[config.mk]
export PLATFORM = sky130hd
export DESIGN_NAME = shapool_sequencer
export DESIGN_NICKNAME = d
export VERILOG_FILES = /design/src/rtl/shapool_sequencer.sv
export SDC_FILE = /design/constraint.sdc
export NUM_CORES = 1
export LEC_CHECK = 0
export CORE_MARGIN = 3
export CORE_UTILIZATION = 35
export DETAILED_ROUTE_END_ITERATION = 12
export GPL_TIMING_DRIVEN = 0
export PLACE_DENSITY_LB_ADDON = 0.1
export SYNTH_ARGS = -nofsm -noshare
export SYNTH_HDL_FRONTEND = slang
export SYNTH_SLANG_ARGS = --single-unit
export TNS_END_PERCENT = 1
[constraint.sdc]
create_clock -name clk_in -period 3.8 [get_ports clk_in]
set_input_delay 0.38 -clock clk_in [delete_from_list [all_inputs] [get_ports clk_in]]
set_output_delay 0.38 -clock clk_in [all_outputs]
set_load 0.02 [all_outputs]
[src/rtl/shapool_sequencer.sv]
// Job sequencer for the shapool hashing pool: launches POOL_SIZE-wide nonce batches,
// advances the base between batches and reports the first winner, exhaustion or a watchdog fault.
module shapool_sequencer #(
  parameter int POOL_SIZE       = 2,
  parameter int POOL_SIZE_LOG2  = 1,
  parameter int NONCE_WIDTH     = 32,
  parameter int WATCHDOG_CYCLES = 255
) (
  input  logic                      clk_in,
  input  logic                      reset_n_in,
  input  logic                      job_valid_in,
  input  logic                      halt_in,
  input  logic [NONCE_WIDTH-1:0]    nonce_start_in,
  input  logic                      hash_done_in,
  input  logic [POOL_SIZE-1:0]      success_in,
  output logic                      pool_start_out,
  output logic [NONCE_WIDTH-1:0]    nonce_out,
  output logic                      busy_out,
  output logic                      ready_n_out,
  output logic                      found_out,
  output logic                      fault_out,
  output logic [POOL_SIZE_LOG2-1:0] winner_idx_out,
  output logic [NONCE_WIDTH-1:0]    winner_nonce_out
);

  localparam int WD_W = $clog2(WATCHDOG_CYCLES + 1);
  localparam int NW1  = NONCE_WIDTH + 1;
  localparam logic [NONCE_WIDTH-1:0] LOW_MASK = NONCE_WIDTH'(POOL_SIZE - 1);

  typedef enum logic [2:0] {IDLE, START, WAIT, FOUND, EXHAUSTED} state_t;

  state_t                    state;
  logic [WD_W-1:0]           wd_cnt;
  logic [POOL_SIZE_LOG2-1:0] win_idx;
  logic                      any_win;
  logic [NONCE_WIDTH:0]      next_base;

  // Lowest-index winner takes priority when several cores hit together.
  always_comb begin
    win_idx = '0;
    for (int i = POOL_SIZE - 1; i >= 0; i--)
      if (success_in[i]) win_idx = POOL_SIZE_LOG2'(i);
  end

  assign any_win   = |success_in;
  // Extra top bit is the carry that marks the end of the nonce space.
  assign next_base = {1'b0, nonce_out} + NW1'(POOL_SIZE);

  always_ff @(posedge clk_in or negedge reset_n_in) begin
    if (!reset_n_in) begin
      state            <= IDLE;
      wd_cnt           <= '0;
      pool_start_out   <= 1'b0;
      nonce_out        <= '0;
      busy_out         <= 1'b0;
      ready_n_out      <= 1'b1;
      found_out        <= 1'b0;
      fault_out        <= 1'b0;
      winner_idx_out   <= '0;
      winner_nonce_out <= '0;
    end else if (halt_in) begin
      state          <= IDLE;
      pool_start_out <= 1'b0;
      busy_out       <= 1'b0;
      ready_n_out    <= 1'b1;
    end else if (job_valid_in) begin
      // New job from any state; an in-flight batch result is dropped.
      state          <= START;
      wd_cnt         <= '0;
      pool_start_out <= 1'b1;
      nonce_out      <= nonce_start_in & ~LOW_MASK;
      busy_out       <= 1'b1;
      ready_n_out    <= 1'b1;
      found_out      <= 1'b0;
      fault_out      <= 1'b0;
    end else begin
      case (state)
        START: begin
          state          <= WAIT;
          pool_start_out <= 1'b0;
          wd_cnt         <= '0;
        end
        WAIT: begin
          if (hash_done_in) begin
            if (any_win) begin
              state            <= FOUND;
              busy_out         <= 1'b0;
              ready_n_out      <= 1'b0;
              found_out        <= 1'b1;
              winner_idx_out   <= win_idx;
              winner_nonce_out <= nonce_out | NONCE_WIDTH'(win_idx);
            end else if (next_base[NONCE_WIDTH]) begin
              state       <= EXHAUSTED;
              busy_out    <= 1'b0;
              ready_n_out <= 1'b0;
              found_out   <= 1'b0;
            end else begin
              state          <= START;
              nonce_out      <= next_base[NONCE_WIDTH-1:0];
              pool_start_out <= 1'b1;
            end
          end else if (wd_cnt == WD_W'(WATCHDOG_CYCLES)) begin
            state       <= EXHAUSTED;
            busy_out    <= 1'b0;
            ready_n_out <= 1'b0;
            found_out   <= 1'b0;
            fault_out   <= 1'b1;
          end else begin
            wd_cnt <= wd_cnt + WD_W'(1);
          end
        end
        default: ;
      endcase
    end
  end

endmodule

==> results_dict.tcl, run 1 <==
set metrics [dict create \
    outcome "finished clean" \
    drv_slew 0 \
    crit_path_end "nonce_out[10]" \
    port_buffers 106 \
    finalSetupTns_ns 0 \
    wire_per_inst_um 19.47 \
    yosysMostFrequentCell "dfrtp_1" \
    die_x_um 115.3 \
    finalCritPeriodShare 0.7219 \
    grt_max_degree 49 \
    start_util 0.3614 \
    finalSetupViolCount 0 \
    hpwl_um 9802 \
    hold_viol 0 \
    final_cells 697 \
    skew_ns 0.008290 \
    hold_class "reg -> reg" \
    min_path_cells 2 \
    maxCapViolCount 0 \
    grt_setup_unrepaired "no" \
    synth_edf_count 0 \
    synth_area_leaders "dfrtp_1, mux2_2, nor2_1, o21ai_0, nand2_1" \
    nets 590 \
    fp.dieH_um 115.3 \
    critical_path_class "in -> reg" \
    ant_nets 0 \
    rows 39 \
    antenna_cells 0 \
    ys.flop_type "dfrtp_1" \
    dieArea_um2 13290 \
    crit_path_start "success_in[1]" \
    synth_top_cell_area_share 0.4671 \
    gp_congestion 0.8605 \
    ys_ff_latch 79 \
    reg2reg_depth 7 \
    total_power_w 0.002938 \
    clkSlewWorstSetupHoldPaths_ns 0.06 \
    whs_ns 0.4791 \
    final_util 0.4981 \
    grt_pass1_vias 3900 \
    reg2reg_to "nonce_out[10]" \
    htree_levels 3 \
    avgSynthCellArea_um2 9.719 \
    path_max_fanout 10 \
    drtIter0Drc 306 \
    powerDensity_nw_per_um2 510.1 \
    dpl.cell_count 680 \
    grt_first_pass_wirelength_um 21440 \
    syn_area_um2 4179 \
    cts_buffer_depth 2 \
    cts_sinks 79 \
    start_kind "input pin" \
    cts-root-buf "clkbuf_16" \
    syn2layout_area_growth_pct 37.84 \
    dr.pass1.iters 5 \
    period_needed_ns 2.743 \
    yosysSeqAreaShare 0.4734 \
    yosysTopAreaCell "dfrtp_1" \
    relSlewSlack 0.3526 \
    reg2reg_slack_ns 1.17 \
    grt_antenna_before_repair 0 \
    tightestPinTransition_ns 0.9675 \
    routed_wl_um 13570 \
    coreArea_um2 11560 \
    avgViaCountPerCell 5.723 \
    synth_cell_type_count 65 \
    synthCells 430 \
    ios 109 \
    reg2reg_from "nonce_out[15]" \
    hold_path.startpoint "winner_nonce_out[28]" \
    yosys-top-cells-count "dfrtp_1, nor2_1, nand2_1" \
    clk_latency_ns 0.34 \
    cts_buffers 9 \
    drive_above_1_share 0.1209 \
    async_reset_ff_frac 1.000 \
    peakVddDrop_uv 404.6 \
    fmaxAchievable_ghz 0.3646 \
    overflow 0 \
    cts_tree "yes" \
    required_ns 3.96 \
    crit_path_end_kind "flip-flop" \
    p_leak_nw 2.325 \
    syn_nets 471 \
    vias 3989 \
    grtUsageTotal 0.2085 \
    arrival_ns 2.91 \
    drcViolationCount 0 \
    yosys_warnings 0 \
    num-fill-cells 1125 \
]
==> cell families (layout without fill, tap and decap cells) <==
group	after synthesis	after routing	share of synthesized area
simple gates	170	170	0.2159
xor+xnor	1	1	0.002096
compound gates	117	117	0.1916
other cells	1	1	0.0008973
buf+inv	31	155	0.03234
flops	79	79	0.4734
mux	29	29	0.07784
fa+ha+maj	2	2	0.005987
==> worst max-delay path, cell delays in order <==
cell and delay, ns:
clkdlybuf4s50_1 0.47, nor3b_1 0.56, nand3_1 0.41, nor2_1 0.85, a221oi_1 0.23
==> sequential cells by signal, indices dropped and copies added (netlist names) <==
signal	cells
pool_start_out	1
state	3
ready_n_out	1
wd_cnt	8
winner_idx_out	1
nonce_out	31
fault_out	1
found_out	1
winner_nonce_out	31
busy_out	1
==> layout by cell type (no fill, tap or decap), types with 6 or more instances in the layout <==
cell,n
inv_1,6
clkdlybuf4s50_1,105
a211oi_1,10
a21oi_1,20
mux2_2,27
dfrtp_1,78
nand4_1,9
nand3_1,12
buf_2,6
and3_1,8
clkbuf_16,9
nand2_1,34
nor4_1,6
o21ai_0,29
nor2_1,52
a311oi_1,9
clkbuf_1,19
nor3_1,17
a31oi_1,8
==> worst min path at each step <==
stage	endpoint	slack [ns]
floorplan	busy_out	0.08
global placement	winner_nonce_out[11]	0.47
detailed placement	winner_nonce_out[23]	0.35
CTS	winner_nonce_out[28]	0.48
global route	winner_nonce_out[28]	0.51
finish	winner_nonce_out[28]	0.48
==> where the power goes <==
group | switching [W] | internal, W | total, W
Combinational | 0.000444 | 0.000444 | 0.000888
Clock | 0.000337 | 0.000574 | 0.000911
Sequential | 0.000147 | 0.000993 | 0.00114
==> layout make-up <==
cell class              count  area (µm²)  share of cell area
multi-input cells         320        2066              0.3586
well taps                 143       178.9             0.03106
clock buffers              12       236.5             0.04105
plain buffers              25       112.6             0.01955
repair buffers            108        1096              0.1903
flip-flops and latches     79        1978              0.3434
clock inverters             4       70.07             0.01216
inverters                   6       22.52            0.003910
==> per-layer routing <==
layer	GRT usage	vias to the layer above	wire, µm
met5	0	-	0
met4	0.05399	0	181
met2	0.3310	171	6425
li1	-	1867	-
met3	0.05105	17	885
met1	0.2865	1934	6079
==> metrics by stage <==
step                instance area (µm²)  setup WS, ns
CTS                                5761         1.081
floorplan                          4179         1.542
detailed placement                 5444        0.7364
global placement                   5419       -0.6493
global route                       5761        0.9034
finish                             5761         1.057
==> repair_timing <==
item	CTS	global route
hold endpoints to repair	14	0
hold buffers	1	0
setup buffers	0	0
resized for setup	0	0
Power figures use the tool's default switching activity.
==> run 2: changes to the inputs <==
==> constraint.sdc (replaced) <==
create_clock -name clk_in -period 2.35 [get_ports clk_in]
set_input_delay 0.235 -clock clk_in [delete_from_list [all_inputs] [get_ports clk_in]]
set_output_delay 0.235 -clock clk_in [all_outputs]
set_load 0.02 [all_outputs]
==> run 2 against run 1 <==
Effect of this change:
- final area up 1.8%
- routed wire length up 1.0%
- global-route usage grew 0.11 points
- highest routed layer unchanged
==> results_dict.tcl, run 2 (synthesis results as in run 1) <==
set metrics [dict create \
    finalCritPeriodShare 0.9677 \
    clk_latency_ns 0.35 \
    num-fill-cells 1116 \
    grt_pass1_vias 3903 \
    finalSetupTns_ns 0 \
    layout_common_cells "clkdlybuf4s50_1, dfrtp_1, nor2_1" \
    outcome "finished clean" \
    critical_path_class "reg -> reg" \
    reg2reg_slack_ns 0.08 \
    dieArea_um2 13290 \
    cts_sinks 79 \
    dr.pass1.iters 5 \
    required_ns 2.56 \
    pre_cts_ws_ns -0.5686 \
    tightestPinTransition_ns 0.7021 \
    cts_tree "yes" \
    routed_wl_um 13710 \
    grt_first_pass_wirelength_um 21520 \
    nets 594 \
    grtUsageTotal 0.2096 \
    ios 109 \
    gp_congestion 0.8605 \
    grt_max_degree 49 \
    period_needed_ns 2.274 \
    ant_nets 0 \
    rows 39 \
    wire_per_inst_um 19.56 \
    grt_setup_unrepaired "yes" \
    crit_path_end "nonce_out[24]" \
    cts-root-buf "clkbuf_16" \
    start_kind "flip-flop" \
    crit_path_end_kind "flip-flop" \
    reg2reg_from "nonce_out[3]" \
    htree_levels 3 \
    drv_slew 0 \
    antenna_cells 0 \
    reg_top3 "nonce_out x31, winner_nonce_out x31, wd_cnt x8" \
    path_max_fanout 8 \
    hold_class "in -> reg" \
    relSlewSlack 0.5319 \
    arrival_ns 2.48 \
    avgViaCountPerCell 5.756 \
    drcViolationCount 0 \
    hold_viol 0 \
    port_buffers 106 \
    die_x_um 115.3 \
    skew_ns 0.01110 \
    cts_buffer_depth 2 \
    final_common_cell "clkdlybuf4s50_1" \
    grt_antenna_before_repair 0 \
    syn2layout_area_growth_pct 40.30 \
    peakVddDrop_uv 662.7 \
    start_util 0.3614 \
    reg2reg_to "nonce_out[24]" \
    clkSlewWorstSetupHoldPaths_ns 0.06 \
    reg2reg_depth 6 \
    fmaxAchievable_ghz 0.4397 \
    overflow 0 \
    fp.dieH_um 115.3 \
    p_leak_nw 2.379 \
    powerDensity_nw_per_um2 815.8 \
    vias 4035 \
    finalSetupViolCount 0 \
    cts_buffers 9 \
    drtIter0Drc 347 \
    crit_path_start "nonce_out[3]" \
    drive_above_1_share 0.1523 \
    final.setup.worst_slack_ns 0.07586 \
    coreArea_um2 11560 \
    maxCapViolCount 0 \
    hpwl_um 9802 \
]
==> run 2: cell type report <==
cell class                      instances  area [µm²]  share of cell area
Buffer                                 25       115.1             0.01963
Clock buffer                           12       236.5             0.04033
Clock inverter                          4       70.07             0.01195
Inverter                                6       22.52            0.003841
Multi-Input combinational cell        320        2130              0.3632
Sequential cell                        79        1982              0.3380
Tap cell                              143       178.9             0.03052
Timing Repair Buffer                  112        1129              0.1925
==> run 2: where the power goes <==
part	switching [W]	total [W]	leakage, nW	internal, W
Clock	0.000555	0.00148	0.151	0.000928
Combinational	0.000728	0.00145	1.23	0.000725
Sequential	0.000238	0.00185	1.00	0.00161
==> run 2: timing repair <==
item	in CTS	in global routing
setup buffers	2	2
endpoints found under the hold margin	31	0
hold buffers	1	0
endpoints found under the setup margin	18	50
pin swaps	2	1
resized for setup	7	12
gates cloned	0	0
==> run 2: how the worst min path moves through the flow <==
stage / start / endpoint / slack, ns / cells after the start
2_1_floorplan: reset_n_in / busy_out / -0.06 / 0
3_3_place_gp: winner_nonce_out[11] / winner_nonce_out[11] / 0.47 / 2
3_5_place_dp: reset_n_in / winner_nonce_out[23] / 0.21 / 1
4_1_cts: reset_n_in / winner_nonce_out[23] / 0.39 / 2
5_1_grt: halt_in / busy_out / 0.32 / 2
6_report: halt_in / busy_out / 0.29 / 2
==> run 2: through the flow <==
stage | hold slack [ns] | instance area, µm² | std cells | util | total power [W]
6_report | 0.2949 | 5863 | 701 | 0.5070 | 0.004783
5_1_grt | 0.3216 | 5863 | 701 | 0.5070 | 0.005014
4_1_cts | 0.3915 | 5797 | 699 | 0.5012 | 0.004803
3_5_place_dp | 0.2089 | 5444 | 680 | 0.4707 | 0.003306
3_3_place_gp | 0.4669 | 5419 | 679 | 0.4686 | 0.003277
2_1_floorplan | -0.06059 | 4179 | 430 | - | 0.002545
==> run 2: routing by layer <==
metal  track usage  routed length, µm  vias to the layer above
li1              -                  -                     1869
met1        0.2888               6080                     1966
met2        0.3322               6505                      183
met3       0.05105                899                       17
met4       0.05399                223                        0
met5             0                  0                        -
==> run 2: critical path, stage by stage, from the launching register on <==
cell and delay (ns):
dfrtp_1 0.34, buf_4 0.15, nand4_2 0.22, or4_4 0.64, or4_4 0.54, o221ai_2 0.14, o211ai_1 0.11
==> run 3: changes to the inputs <==
==> constraint.sdc (replaced) <==
create_clock -name clk_in -period 2.9 [get_ports clk_in]
set_input_delay 0.29 -clock clk_in [delete_from_list [all_inputs] [get_ports clk_in]]
set_output_delay 0.29 -clock clk_in [all_outputs]
set_load 0.02 [all_outputs]
==> results of run 3 <==
The final DEF is identical to that of run 1. Status: finished clean.
Among the figures that moved: setup slack after placement 0.7364 ns -> -0.07361 ns; setup slack after layout 1.057 ns -> 0.2469 ns; hold slack 0.4791 ns -> 0.4303 ns; register-to-register setup slack 1.17 ns -> 0.27 ns; total power 0.002938 W -> 0.003850 W; worst IR drop on VDD 404.6 µV -> 530.1 µV
